[src/rtl/branch_predictor.sv]
// Dynamic branch predictor for the IF stage: a PHT of saturating counters,
// a tagged direct-mapped BTB and an optional global history register
// (gshare when GHR_BITS > 0, bimodal when GHR_BITS = 0).
//
// Ports
//   clk, rst         clock (rising edge), asynchronous active-high reset
//   if_valid         IF holds an unstalled branch-class instruction
//   if_pc            PC being fetched
//   predict_taken    predicted taken (BTB hit and counter MSB set)
//   predict_hit      BTB hit for if_pc
//   predict_target   BTB target, meaningful only when predict_hit = 1
//   predict_ghr      history snapshot used for this lookup
//   upd_valid        a branch resolved this cycle
//   upd_pc           PC of the resolved branch
//   upd_ghr          predict_ghr captured at that branch's lookup
//   upd_taken        actual outcome
//   upd_target       actual taken target
//   upd_mispredict   prediction was wrong (qualified by upd_valid)
module branch_predictor #(
   parameter int ENTRIES  = 64,
   parameter int CTR_BITS = 2,
   parameter int TAG_BITS = 8,
   parameter int GHR_BITS = 0
) (
   input  logic                                         clk,
   input  logic                                         rst,
   input  logic                                         if_valid,
   input  logic [31:0]                                  if_pc,
   output logic                                         predict_taken,
   output logic                                         predict_hit,
   output logic [31:0]                                  predict_target,
   output logic [((GHR_BITS > 0) ? GHR_BITS : 1)-1:0]   predict_ghr,
   input  logic                                         upd_valid,
   input  logic [31:0]                                  upd_pc,
   input  logic [((GHR_BITS > 0) ? GHR_BITS : 1)-1:0]   upd_ghr,
   input  logic                                         upd_taken,
   input  logic [31:0]                                  upd_target,
   input  logic                                         upd_mispredict
);

   localparam int IDX_W = $clog2(ENTRIES);
   localparam int GW    = (GHR_BITS > 0) ? GHR_BITS : 1;
   localparam logic [CTR_BITS-1:0] CTR_MAX  = '1;
   // Weakly not-taken: 2^(CTR_BITS-1)-1, which is 0 for 1-bit counters.
   localparam logic [CTR_BITS-1:0] CTR_INIT = CTR_MAX >> 1;

   logic [CTR_BITS-1:0] pht        [ENTRIES];
   logic [ENTRIES-1:0]  btb_valid;
   logic [TAG_BITS-1:0] btb_tag    [ENTRIES];
   logic [31:0]         btb_target [ENTRIES];
   logic [GW-1:0]       ghr;

   logic [IDX_W-1:0]    lk_idx, lk_pht_idx, up_idx, up_pht_idx;
   logic [TAG_BITS-1:0] lk_tag, up_tag;

   // gshare hash; history is zero-extended into the index width.
   function automatic logic [IDX_W-1:0] pht_hash(input logic [IDX_W-1:0] idx,
                                                 input logic [GW-1:0]    hist);
      logic [IDX_W-1:0] ext;
      ext = '0;
      if (GHR_BITS > 0) ext[GW-1:0] = hist;
      return idx ^ ext;
   endfunction

   assign lk_idx     = if_pc[IDX_W+1:2];
   assign lk_tag     = if_pc[IDX_W+TAG_BITS+1:IDX_W+2];
   assign lk_pht_idx = pht_hash(lk_idx, ghr);
   assign up_idx     = upd_pc[IDX_W+1:2];
   assign up_tag     = upd_pc[IDX_W+TAG_BITS+1:IDX_W+2];
   assign up_pht_idx = pht_hash(up_idx, upd_ghr);

   // Lookup reads the registered tables directly, so a same-cycle update
   // is only visible from the following cycle.
   assign predict_hit    = btb_valid[lk_idx] & (btb_tag[lk_idx] == lk_tag);
   assign predict_taken  = predict_hit & pht[lk_pht_idx][CTR_BITS-1];
   assign predict_target = btb_target[lk_idx];
   assign predict_ghr    = ghr;

   always_ff @(posedge clk or posedge rst) begin
      if (rst) begin
         for (int i = 0; i < ENTRIES; i++) pht[i] <= CTR_INIT;
      end else if (upd_valid) begin
         if (upd_taken) begin
            if (pht[up_pht_idx] != CTR_MAX) pht[up_pht_idx] <= pht[up_pht_idx] + 1'b1;
         end else begin
            if (pht[up_pht_idx] != '0) pht[up_pht_idx] <= pht[up_pht_idx] - 1'b1;
         end
      end
   end

   always_ff @(posedge clk or posedge rst) begin
      if (rst)
         btb_valid <= '0;
      else if (upd_valid && upd_taken)
         btb_valid[up_idx] <= 1'b1;
   end

   // Tag and target are qualified by btb_valid, so they need no reset.
   always_ff @(posedge clk) begin
      if (upd_valid && upd_taken) begin
         btb_tag[up_idx]    <= up_tag;
         btb_target[up_idx] <= upd_target;
      end
   end

   generate
      if (GHR_BITS > 0) begin : g_ghr
         // Repair from the resolved branch's snapshot beats speculation.
         always_ff @(posedge clk or posedge rst) begin
            if (rst)
               ghr <= '0;
            else if (upd_valid && upd_mispredict)
               ghr <= (upd_ghr << 1) | GW'(upd_taken);
            else if (if_valid)
               ghr <= (ghr << 1) | GW'(predict_taken);
         end
      end else begin : g_no_ghr
         assign ghr = '0;
      end
   endgenerate

   // Upper/lower PC bits and, in bimodal mode, the history inputs are unused.
   logic unused_bits;
   assign unused_bits = ^{if_pc, upd_pc, upd_ghr, upd_mispredict, if_valid};

endmodule

[config.mk]
export PLATFORM = sky130hd
export DESIGN_NAME = branch_predictor
export DESIGN_NICKNAME = d
export VERILOG_FILES = /design/src/rtl/branch_predictor.sv
export SDC_FILE = /design/constraint.sdc
export NUM_CORES = 2
export LEC_CHECK = 0
export ABC_AREA = 1
export BUFFER_PORTS_ARGS = -buffer_cell sky130_fd_sc_hd__buf_4
export CAP_MARGIN = 15
export CORE_ASPECT_RATIO = 1.5
export CORE_MARGIN = 4
export CORE_UTILIZATION = 30
export CTS_CLUSTER_SIZE = 14
export DETAILED_ROUTE_END_ITERATION = 7
export PLACE_DENSITY = 0.53
export SLEW_MARGIN = 40
export SYNTH_ARGS = -nofsm -noshare
export SYNTH_HDL_FRONTEND = slang
export SYNTH_SLANG_ARGS = --single-unit
[constraint.sdc]
create_clock -name clk -period 18.1 [get_ports clk]
set_input_delay 5.43 -clock clk [delete_from_list [all_inputs] [get_ports clk]]
set_output_delay 5.43 -clock clk [all_outputs]
set_load 0.01 [all_outputs]
=== After elaboration in Yosys (flattened, before gate mapping) ===
Memory sizes are Yosys's and may differ from the RTL's.
Cells that the tools add are included.

* Bits in registers: 192
* Latch bits: 0
* Memory bits (writable): 2560
* Bits in read-only memories: 0
* Input port bits: 103
* Output and inout bits: 35
* Logic and storage cells: 108
* Memories kept: 2

* Add/subtract/negate cells: 2
* Multiply operators: 0
* Div/mod/pow operators: 0
* Magnitude comparators: 6
* Equal/unequal tests: 3
* Shift-type cells: 0
* Muxes and demuxes: 19
* Bitwise logic cells: 5
* Reduce and logical (&&, ||, !) cells: 6

{| class="wikitable"
|+ Memory list
! name !! words !! bits a word !! rd ports !! clocked after memory_dff !! write ports !! RTL line !! RTL
|-
| btb_target || 64 || 32 || 1 || 0 || 1 || 50 || <nowiki>logic [31:0] btb_target [ENTRIES];</nowiki>
|-
| btb_tag || 64 || 8 || 1 || 0 || 1 || 49 || <nowiki>logic [TAG_BITS-1:0] btb_tag [ENTRIES];</nowiki>
|}

{| class="wikitable"
|+ Operator list
! kind !! number
|-
| two-way mux 128 bit || 3
|-
| bitwise mux 128 bit || 2
|-
| OR 64 bit || 1
|-
| binary-select mux 2 bit (select 6 bit) || 2
|-
| >= comparator 7 bit (second input constant) || 2
|-
| less-than comparator 6 x 7 -> 1 bit (second input constant) || 2
|-
| inverter 6 -> 7 bit || 2
|-
| demux 2 bit (select 6 bit) || 1
|-
| two-way mux 2 bit || 5
|-
| equality test 8 bit || 1
|-
| less-than comparator 7 x 1 -> 1 bit (second input constant) || 1
|-
| binary-select mux 1 bit (select 6 bit) || 1
|-
| demux 1 bit (select 6 bit) || 1
|-
| >= comparator 6 x 1 -> 1 bit (second input constant) || 1
|-
| two-way mux 1 bit || 4
|-
| nonzero test 2 bit || 2
|-
| logical AND 1 bit || 3
|-
| AND reduction 3 bit || 1
|-
| adder 2 x 1 -> 2 bit (second input constant) || 1
|-
| bitwise AND 1 bit || 2
|-
| != test 2 x 1 -> 1 bit (second input constant) || 1
|-
| != test 2 bit (second input constant) || 1
|-
| subtractor 2 x 1 -> 2 bit (second input constant) || 1
|}

=== Logic depth before layout (Yosys ltp) ===
* Depth after elaboration: 8
* Gate-level depth with buffers: 23
* Gate-level depth less buffers: 21

=== Worst setup path after synthesis ===
No wires, ideal clock.

* Path type: in2out
* From: input if_pc[3]
* To: output predict_target[13]
* Arrival time: 7.045 ns
* Required time: 12.670 ns
* Slack: 5.625 ns
* Stages: 11
* Buffers on the path: 5
* Cell sequence: buf_2 -> buf_4 -> buf_6 -> buf_2 -> clkbuf_1 -> o21ai_0 -> o22ai_1 -> nor2_1 -> o221ai_1 -> o21ai_0 -> o21ai_0

* Word-level cells in the longest chain between the ends: 1

{| class="wikitable"
|+ Ends and longest elaborated chain
! item !! RTL line !! RTL
|-
| from (decl) || 28 || <nowiki>input logic [31:0] if_pc,</nowiki>
|-
| memory read (64 x 32 bit) || - ||
|-
| to (decl) || 31 || <nowiki>output logic [31:0] predict_target,</nowiki>
|}

Every way passes these cells.

=== Worst setup path in the final report ===
* From: input if_pc[3]
* To: output predict_target[9]

Same word-level chain as after synthesis.

==> metrics.md <==
| Metric | Value |
|---|---|
| Placer Congestion | 0.8048 |
| Vias per Instance | 5.331 |
| Post-route DRC | 0 |
| Register area share after synthesis | 74.30% |
| Vias in the first global route | 70570 |
| Hold Slack | 459.3 ps |
| Hold Crit Depth | 2 |
| Power Density | 103.6 nW/um2 |
| TritonRoute pass-1 iters | 8 |
| R2R cell count | 17 |
| DRT Wirelength | 361300 um |
| CTS root buffer | clkbuf_16 |
| Pint | 0.009857 W |
| Mean post-synth cell area | 12.41 um2 |
| Post-Place Setup Slack | 3209 ps |
| GR Util All Layers | 18.53% |
| Die width | 502.5 um |
| Routed Antenna Nets | 0 |
| Final worst path period need | 14920 ps |
| Critical-path cell list | buf_8, inv_8, buf_12, buf_4, o21ai_0, o22ai_1, nor2_1, o32ai_1, o21ai_0, o22ai_1, buf_4 |
| NetSw | 0.002984 W |
| Reg2reg end | pht[17]$_DFFE_PP0P_ |
| TNS Setup | 0 ps |
| Num CTS Buffers | 240 |
| Overflow after GRT | 0 |
| Hold Vio Cnt, Final | 0 |
| First DRT Iteration DRCs | 7414 |
| Yosys warns | 0 |
| Final core occ | 33.91% |
| Worst Path Class, Setup | input port to primary output |
| Via Count | 73240 |
| CTS HTree Levels | 4 |
| Synth Flop Type | edfxtp_1 |
| Internal reg-to-reg setup slack | 13900 ps |
| Fraction of power consumed by sequential logic | 55.4% |
| First-pass GRT wire length | 512200 um |
| I/O pin count | 138 |
| Static leakage | 39.88 nW |
| Post-synth EDFFs | 2560 |
| Initial antenna violation count | 19 |
| Clock transition at path regs | 70 ps |
| Yosys reg bits | 2752 |
| Post-Syn Instances | 8869 |
| Post-CTS Setup Bufs | 0 |
| Post-Syn Area | 110000 um2 |
| Hold Path Class | flip-flop to flip-flop |
| Setup ws final | 3179 ps |
| Fin crit share | 82.44% |
| Synthesized Nets | 8974 |
| Maxcap violations | 0 |
| CORE AREA | 365500 um2 |
| Final Skew | 33.17 ps |
| Skew-Pair Late Insertion Delay | 910 ps |
| IO Port Bufs | 97 |
| Die Y | 749.8 um |
| Clk buf depth | 4 |
| Measured slew at the worst slew-check pin | 919.5 ps |
| CP max FO | 136 |
| CTS tree | built |
| Hold Crit Start | btb_valid[36]$_DFFE_PP0P_ |
| Overall Power | 0.01284 W |
| Combinational share of power | 7.2% |
| # hold bufs at CTS | 0 |
| Max-Slew Margin vs Limit | 38.70% |
| Initial core utilization | 30.11% |
| Max Fclk | 0.06702 GHz |
| Max VDD drop | 0.00007912 V |
| Setup crit end kind | primary output |
| Largest net degree at the start of global routing | 195 |
| DPL Wire Length | 192900 um |
| Asr flop ratio synth | 6.977% |
| Row cnt | 272 |
| Final nets | 8901 |
| Slowest-stage cell, CP | o22ai_1 |
| Max Slew Vio Count | 0 |
| Synth unique cells | 46 |
| CP max stage delay | 700 ps |
| Routed wire length per instance | 26.29 um |
| Switching Share | 23.24% |
| Share of cells above drive strength 1 | 9.294% |
| Die area | 376800 um2 |
| Clock Power Share | 37.4% |
| Area growth, synth to finish | 12.64% |
| WHS Endpoint | btb_valid[36]$_DFFE_PP0P_ |
| Clk sinks | 2752 |
| CP arrival | 9490 ps |
| CP required | 12670 ps |
| Post-CTS Resized | 0 |
| Startpoint types | input port |
| Setup violators final | 0 |
| Outcome | finished, final reports clean |
| RSZ-0062 raised after global routing | false |
==> cells in the mapped netlist (2+ instances only) <==
library cell  number  area (um2)
a22o_1             3       26.28
a221oi_1          10       87.58
nand3b_1           3       22.52
o2111ai_1          3       26.28
a22oi_1           10       75.07
nor2_1          1576        5916
or2_2             63       394.1
dfstp_2           64        1682
clkbuf_1         374        1404
clkinv_1           2       7.510
buf_2            165       825.8
inv_1            155       581.8
o221ai_1          12       105.1
nand3_2            6       60.06
buf_1             36       135.1
o2bb2ai_1          4       35.03
a31oi_1           14       87.58
nand2_1          861        3232
nand3_1          576        2883
inv_2             11       41.29
buf_4             38       285.3
buf_6              5       56.30
o21ai_1           60       300.3
edfxtp_1        2560       76870
nand4_1            7       43.79
o31ai_1            6       45.04
o21ai_0         1347        6741
o22ai_1          640        4004
ha_1               2       25.02
a21oi_1           63       315.3
o32ai_1           24       210.2
nor3_1            13       65.06
o211ai_1           7       52.55
dfrtp_1          128        3203
o21ai_2           10       87.58
==> critical path, delay by kind of cell <==
family	cells	cell delay [ps]
AO/OA/AOI/OAI	5	1450
buffers and inverters	5	2210
AND/OR/NAND/NOR	1	60
==> power groups by stage <==
stage                     Clock (W)  Sequential [W]  Combinational (W)
final                       0.00481         0.00711           0.000922
after global routing        0.00512         0.00711            0.00101
after CTS                   0.00489         0.00711           0.000925
after detailed placement          0         0.00724           0.000923
after global placement            0         0.00724           0.000901
after floorplan                   0         0.00723           0.000532
==> how the worst max path moves through the flow <==
stage                         from            endpoint  slack, ps  cells past startpoint
after CTS                 if_pc[2]   predict_target[7]       3190                     11
final                     if_pc[3]   predict_target[9]       3180                     11
after global routing      if_pc[3]   predict_target[9]       2980                     11
after detailed placement  if_pc[2]   predict_target[7]       3210                     11
after floorplan           if_pc[3]  predict_target[13]       5620                     11
after global placement    if_pc[2]   predict_target[7]       2950                     11
==> metal layers <==
| layer | vias to the layer above | track usage [%] | part of all wire, % |
|---|---|---|---|
| met3 | 672 | 2.251 | 6.2 |
| met5 | - | 0 | 0.0094 |
| met1 | 37500 | 22.87 | 39 |
| met2 | 2930 | 32.59 | 50 |
| li1 | 32140 | - | - |
| met4 | 6 | 7.896 | 4.8 |
==> cell type report <==
cell class,count,area [um2]
Multi-Input combinational cell,5330,25510
Tap cell,4795,6000
Timing Repair Buffer,303,3040
Antenna cell,4,10.01
Clock inverter,71,564.3
Sequential cell,2752,81760
Inverter,169,680.7
Fill cell,35590,241600
Clock buffer,316,6382
==> per-stage QoR <==
stage          std cells  cell area (um2)
2_1_floorplan       8869           110000
3_3_place_gp       13320           116300
3_5_place_dp       13350           116900
4_1_cts            13730           123800
5_1_grt            13740           123900
6_report           13740           123900
==> flip-flops by register name, indices dropped and copies added (netlist names), named ones only <==
name,count
btb_tag,512
btb_target,2048
btb_valid,64
pht,64
==> placed cells by master, fill, tap and decap left out, drive strengths merged <==
| cell type | instances |
|---|---|
| a21oi | 63 |
| a221oi | 11 |
| a22o | 3 |
| a22oi | 10 |
| a31oi | 14 |
| a32oi | 1 |
| and2 | 1 |
| buf | 303 |
| bufinv | 7 |
| clkbuf | 316 |
| clkinv | 60 |
| clkinvlp | 2 |
| conb | 1 |
| dfrtp | 128 |
| dfstp | 64 |
| diode | 4 |
| edfxtp | 2560 |
| ha | 2 |
| inv | 171 |
| nand2 | 863 |
| nand3 | 582 |
| nand3b | 3 |
| nand4 | 7 |
| nor2 | 1578 |
| nor3 | 14 |
| o2111ai | 3 |
| o211ai | 7 |
| o21ai | 1417 |
| o221ai | 12 |
| o22ai | 640 |
| o2bb2ai | 4 |
| o31ai | 6 |
| o32ai | 24 |
| or2 | 63 |
| xor2 | 1 |
==> cells by family (layout without fill, tap and decap cells) <==
group | after synthesis | after routing | synth area share (%)
DFF | 2752 | 2752 | 74.30
AOI/OAI and AO/OA | 2215 | 2215 | 11.11
buffers and inverters | 787 | 859 | 3.037
and+or+nand+nor | 3111 | 3111 | 11.52
adders and majority gates | 2 | 2 | 0.02274
xor gates and xnor gates | 1 | 1 | 0.007961
other | 1 | 5 | 0.003408
Power figures use the tool's default switching activity.
